==> config.mk <==
export PLATFORM = sky130hd
export DESIGN_NAME = id_ex_stage
export DESIGN_NICKNAME = d
export VERILOG_FILES = /design/src/rtl/id_ex_stage.sv
export SDC_FILE = /design/constraint.sdc
export NUM_CORES = 1
export LEC_CHECK = 0
export CORE_UTILIZATION = 40
export CTS_CLUSTER_DIAMETER = 120
export CTS_CLUSTER_SIZE = 25
export DETAILED_ROUTE_END_ITERATION = 12
export HOLD_SLACK_MARGIN = 0.1
export PLACE_DENSITY = 0.77
export SKIP_LAST_GASP = 1
export SYNTH_ARGS = -nofsm -noshare
export SYNTH_HDL_FRONTEND = slang
export SYNTH_SLANG_ARGS = --single-unit
export TNS_END_PERCENT = 1
==> constraint.sdc <==
create_clock -name clk -period 1 [get_ports clk]
set_clock_uncertainty 0.1 [all_clocks]
set_input_delay 0.1 -clock clk [delete_from_list [all_inputs] [get_ports clk]]
set_output_delay 0.1 -clock clk [all_outputs]
set_load 0.01 [all_outputs]
==> src/rtl/id_ex_stage.sv <==
// ---------------------------------------------------------------------------
// id_ex_stage -- ID/EX pipeline register with load-use hazard detection.
//
// Holds the decoded instruction on its way from ID to EX and feeds the
// forwarding unit. Each clock edge does exactly one action, highest priority
// first:
//   Flush      : squash. Control fields clear, data/register fields load ID.
//   Stall_Ext  : memory-side freeze. Every EX_* field holds its value.
//   Hazard     : load-use stall. A bubble is loaded, PC and IF/ID hold, and
//                Bubble_Count increments. The count saturates at 16'hFFFF.
//   otherwise  : normal advance. Every EX_* field loads its ID_* input.
//
// Optional feature macro: LOAD_USE_STALL_EN
//   defined   : the load-use hazard detector and Bubble_Count are built.
//   undefined : Hazard is constant 0 and Bubble_Count is tied to 0. The
//               compiler is then responsible for load-use ordering.
//
// Ports
//   clk, reset_n                 clock; asynchronous active-low reset
//   ID_RS/RT/RD [1:0]            decoded register numbers
//   ID_Use_RS, ID_Use_RT         ID instruction really reads RS / RT
//   ID_Valid, ID_Reg_Write,
//   ID_Mem_Read, ID_Mem_Write    decoded validity and control
//   ID_ALU_Op [3:0]              ALU operation
//   ID_RS_Data/RT_Data/Imm/PC    16-bit operands, immediate and PC
//   Flush                        branch/jump squash from EX
//   Stall_Ext                    memory-side pipeline freeze
//   EX_* outputs                 registered ID/EX contents
//   PC_Write, IF_ID_Write        combinational enables for PC and IF/ID
//   Bubble_Count [15:0]          number of load-use bubbles inserted
// ---------------------------------------------------------------------------
module id_ex_stage (
  input  logic        clk,
  input  logic        reset_n,
  input  logic [1:0]  ID_RS,
  input  logic [1:0]  ID_RT,
  input  logic [1:0]  ID_RD,
  input  logic        ID_Use_RS,
  input  logic        ID_Use_RT,
  input  logic        ID_Valid,
  input  logic        ID_Reg_Write,
  input  logic        ID_Mem_Read,
  input  logic        ID_Mem_Write,
  input  logic [3:0]  ID_ALU_Op,
  input  logic [15:0] ID_RS_Data,
  input  logic [15:0] ID_RT_Data,
  input  logic [15:0] ID_Imm,
  input  logic [15:0] ID_PC,
  input  logic        Flush,
  input  logic        Stall_Ext,
  output logic [1:0]  EX_RS,
  output logic [1:0]  EX_RT,
  output logic [1:0]  EX_RD,
  output logic        EX_Valid,
  output logic        EX_Reg_Write,
  output logic        EX_Mem_Read,
  output logic        EX_Mem_Write,
  output logic [3:0]  EX_ALU_Op,
  output logic [15:0] EX_RS_Data,
  output logic [15:0] EX_RT_Data,
  output logic [15:0] EX_Imm,
  output logic [15:0] EX_PC,
  output logic        PC_Write,
  output logic        IF_ID_Write,
  output logic [15:0] Bubble_Count
);

  logic hazard_s;     // load-use hazard against the current EX contents
  logic hold_s;       // keep every EX_* field as it is
  logic bubble_s;     // load a bubble: control fields cleared
  logic count_s;      // this edge inserts a counted load-use bubble
  logic enable_s;     // shared value of PC_Write and IF_ID_Write

`ifdef LOAD_USE_STALL_EN
  logic [15:0] bubble_count_r;

  // Load-use detector: the instruction in EX is a valid load whose
  // destination the ID instruction actually reads.
  always_comb begin
    hazard_s = 1'b0;
    if (EX_Valid && EX_Mem_Read && ID_Valid) begin
      hazard_s = (ID_Use_RS && (EX_RD == ID_RS)) ||
                 (ID_Use_RT && (EX_RD == ID_RT));
    end else begin
      hazard_s = 1'b0;
    end
  end
`else
  logic unused_s;

  assign hazard_s = 1'b0;
  // These inputs only matter to the hazard detector.
  assign unused_s = ^{ID_Use_RS, ID_Use_RT, count_s};
`endif

  // Per-edge action decode. Flush beats Stall_Ext, which beats Hazard.
  // While reset is asserted the front end is released so that reset can
  // abort a stall.
  always_comb begin
    hold_s   = 1'b0;
    bubble_s = 1'b0;
    count_s  = 1'b0;
    enable_s = 1'b1;
    if (!reset_n) begin
      enable_s = 1'b1;
    end else if (Flush) begin
      bubble_s = 1'b1;
    end else if (Stall_Ext) begin
      hold_s   = 1'b1;
      enable_s = 1'b0;
    end else if (hazard_s) begin
      bubble_s = 1'b1;
      count_s  = 1'b1;
      enable_s = 1'b0;
    end else begin
      enable_s = 1'b1;
    end
  end

  assign PC_Write    = enable_s;
  assign IF_ID_Write = enable_s;

  // ID/EX register. Data and register fields always follow ID unless held.
  // Reg_Write is gated with Valid so an invalid slot can never write back.
  always_ff @(posedge clk or negedge reset_n) begin
    if (!reset_n) begin
      EX_RS        <= 2'b00;
      EX_RT        <= 2'b00;
      EX_RD        <= 2'b00;
      EX_Valid     <= 1'b0;
      EX_Reg_Write <= 1'b0;
      EX_Mem_Read  <= 1'b0;
      EX_Mem_Write <= 1'b0;
      EX_ALU_Op    <= 4'h0;
      EX_RS_Data   <= 16'h0000;
      EX_RT_Data   <= 16'h0000;
      EX_Imm       <= 16'h0000;
      EX_PC        <= 16'h0000;
    end else if (!hold_s) begin
      EX_RS      <= ID_RS;
      EX_RT      <= ID_RT;
      EX_RD      <= ID_RD;
      EX_RS_Data <= ID_RS_Data;
      EX_RT_Data <= ID_RT_Data;
      EX_Imm     <= ID_Imm;
      EX_PC      <= ID_PC;
      if (bubble_s) begin
        EX_Valid     <= 1'b0;
        EX_Reg_Write <= 1'b0;
        EX_Mem_Read  <= 1'b0;
        EX_Mem_Write <= 1'b0;
        EX_ALU_Op    <= 4'h0;
      end else begin
        EX_Valid     <= ID_Valid;
        EX_Reg_Write <= ID_Reg_Write & ID_Valid;
        EX_Mem_Read  <= ID_Mem_Read;
        EX_Mem_Write <= ID_Mem_Write;
        EX_ALU_Op    <= ID_ALU_Op;
      end
    end
  end

`ifdef LOAD_USE_STALL_EN
  // Saturating load-use bubble counter.
  always_ff @(posedge clk or negedge reset_n) begin
    if (!reset_n) begin
      bubble_count_r <= 16'h0000;
    end else if (count_s && (bubble_count_r != 16'hFFFF)) begin
      bubble_count_r <= bubble_count_r + 16'h0001;
    end
  end

  assign Bubble_Count = bubble_count_r;
`else
  assign Bubble_Count = 16'h0000;
`endif

endmodule

==> flow_summary.yaml <==
run:
  maxCapViolations: 0
routing:
  viasPerCell: 4.45
  drc: 0
  drtAntennaViolNets: 0
  wl_um: 7770
  vias: 2335
  dr.pass1.iters: 4
  wl_per_cell_um: 14.8
  drt-initial-drc-count: 24
cts:
  cts_buffer_depth: 2
  cts_root_buf: "clkbuf_8"
  cts_tree: "built"
  numCtsBuffers: 9
  h-tree-depth: 3
  clock_latency_ps: 330
  clkSinkCount: 78
  cts.clk_slew.worst_paths_ps: 80
global_route:
  grt_max_degree: 51
  antenna_found_initial: 0
  first_global_vias: 2386
  grt_overflow: 0
  track_usage: 0.175
  grt_pass1_wl_um: 11900
sta:
  holdWs_ps: -322
  fmax_mhz: 919
  hold_violations: 14
  worst_slew_pin_slew_ps: 641
  finalMaxSlewViolations: 0
  rsz0062_at_grt: "true"
  setup_violations: 146
  period_share: 1.09
  slew_headroom: 0.573
  fin_ws_ps: -88.1
  min_period_ps: 1090
floorplan:
  rows: 33
  ioPinCount: 180
  die_h_um: 95.0
  start_util: 0.417
  dieArea_mm2: 0.00903
  die_x_um: 95.0
  core_area_mm2: 0.00830
placement:
  finalWeightedCongestion: 0.699
  buffer_ports.inserted: 161
  hpwl_um: 5650
  placedCellCount: 490
  placed_area_mm2: 0.00523
pwr:
  vdd_drop_max_v: 0.000772
  p_leak_nw: 2.69
  p_per_area_mw_per_mm2: 1470
status:
  violations: "hold timing, setup timing"
  status: "finished with violations"
finish:
  utilization: 0.630
  multi_input_comb_area_mm2: 0.00130
  drive_above_1_share: 0.510
  fill_cells: 650
  final_cell_area_mm2: 0.00523
  final_cell_mix: "dfrtp_1, clkdlybuf4s50_1, buf_2"
  final-seq-area_mm2: 0.00195
  fin_nets: 500
  area_growth_syn_to_layout_pct: 51.1
  antenna_cells: 0
  fin_cells: 525
setup_path:
  start_kind: "input port"
  cp.required_ps: 1120
  crit_fanout: 8
  critical_path_class: "input port to flop"
  cp.arrival_ps: 1200
  end_kind: "flop"
logic_synthesis:
  ys_warn_count: 0
  synthCells: 212
  ys_seq_elements: 78
  ys_types: 16
  synth_area_per_cell_um2: 16.3
  ys_seq_area_frac: 0.564
  synth_area_mm2: 0.00346
min_path:
  hold_path_class: "input port to async pin"
## critical path, stage by stage
cell and delay, ps:
dlygate4sd2_1 250, nand3b_4 240, buf_6 160, buf_4 150
mux2_4 300
## per-stage QoR
step | hold WS (ps) | setup slack, ps | setup TNS (ps) | total power [W]
global route | -311 | -129 | -12740 | 0.00807
global placement | 43.7 | -656 | -64580 | 0.00517
floorplan | -296 | -160 | -11330 | 0.00424
finish | -322 | -88.1 | -6780 | 0.00771
detailed placement | 48.8 | -675 | -67250 | 0.00519
CTS | -324 | -100 | -8750 | 0.00782
## sequential cells by signal (all words and copies together) (netlist names)
| name | cells |
|---|---|
| EX_RS | 2 |
| EX_Reg_Write | 1 |
| EX_Valid | 1 |
| EX_Mem_Write | 1 |
| EX_RT_Data | 16 |
| EX_RD | 2 |
| EX_ALU_Op | 4 |
| EX_Imm | 16 |
| EX_Mem_Read | 1 |
| EX_RT | 2 |
| EX_RS_Data | 16 |
| EX_PC | 16 |
## layer usage
layer	part of all wire	GRT usage	routed length [um]	vias to the layer above
met5	0	0	0	-
met4	0.011	0.0568	85	0
met3	0.079	0.0447	610	9
met2	0.46	0.277	3590	109
met1	0.45	0.235	3480	1113
li1	-	-	-	1104
## cell families (layout without fill, tap and decap cells)
group	Yosys count	after routing	synth area share
DFF	78	78	0.564
muxes	70	70	0.302
buffers and inverters	36	229	0.0773
and+or+nand+nor	19	19	0.0351
AOI/OAI and AO/OA	8	8	0.0202
other	1	16	0.00108
## Yosys cell counts, drive strengths merged
master / n / area, um^2
mux2: 70 / 1050
nand3: 8 / 40.0
nand2b: 7 / 43.8
dfrtp: 78 / 1950
conb: 1 / 3.75
inv: 7 / 26.3
or2: 1 / 6.26
nand3b: 2 / 27.5
buf: 27 / 234
o221ai: 8 / 70.1
clkbuf: 2 / 7.51
nand2: 1 / 3.75
## power by group
part	internal, W	switching (W)
Sequential	0.00338	0.000121
Combinational	0.000910	0.000553
Clock	0.00164	0.00110
## area by class of cell
class	instances	share of cell area
Clock buffer	9	0.0237
Clock inverter	6	0.0213
Inverter	7	0.00502
Multi-Input combinational cell	113	0.248
Sequential cell	78	0.373
Tap cell	105	0.0251
Timing Repair Buffer	207	0.304
## final timing paths
path,start,endpoint,slack (ps),cells after the start
max in group asynchronous,reset_n,EX_RT[1]$_DFFE_PN0N_,170,3
min reg2reg,EX_RT_Data[2]$_DFFE_PN0N_,EX_RT_Data[2]$_DFFE_PN0N_,410,1
min,reset_n,EX_RT_Data[8]$_DFFE_PN0N_,-320,2
max reg2reg,EX_RS_Data[15]$_DFFE_PN0N_,EX_RS_Data[15]$_DFFE_PN0N_,-90,3
max,Flush,EX_RS_Data[3]$_DFFE_PN0N_,-90,5
min in group clk,Flush,EX_ALU_Op[2]$_DFFE_PN0N_,230,3
## repair_timing
item                                    CTS  global route
resized for setup                       323             0
cloned                                    0             0
setup buffers                            21             0
endpoints found under the setup margin  158           153
hold endpoints to repair                 28            28
pin swaps                                 1             0
No activity file was read; power rests on OpenSTA's default activity.
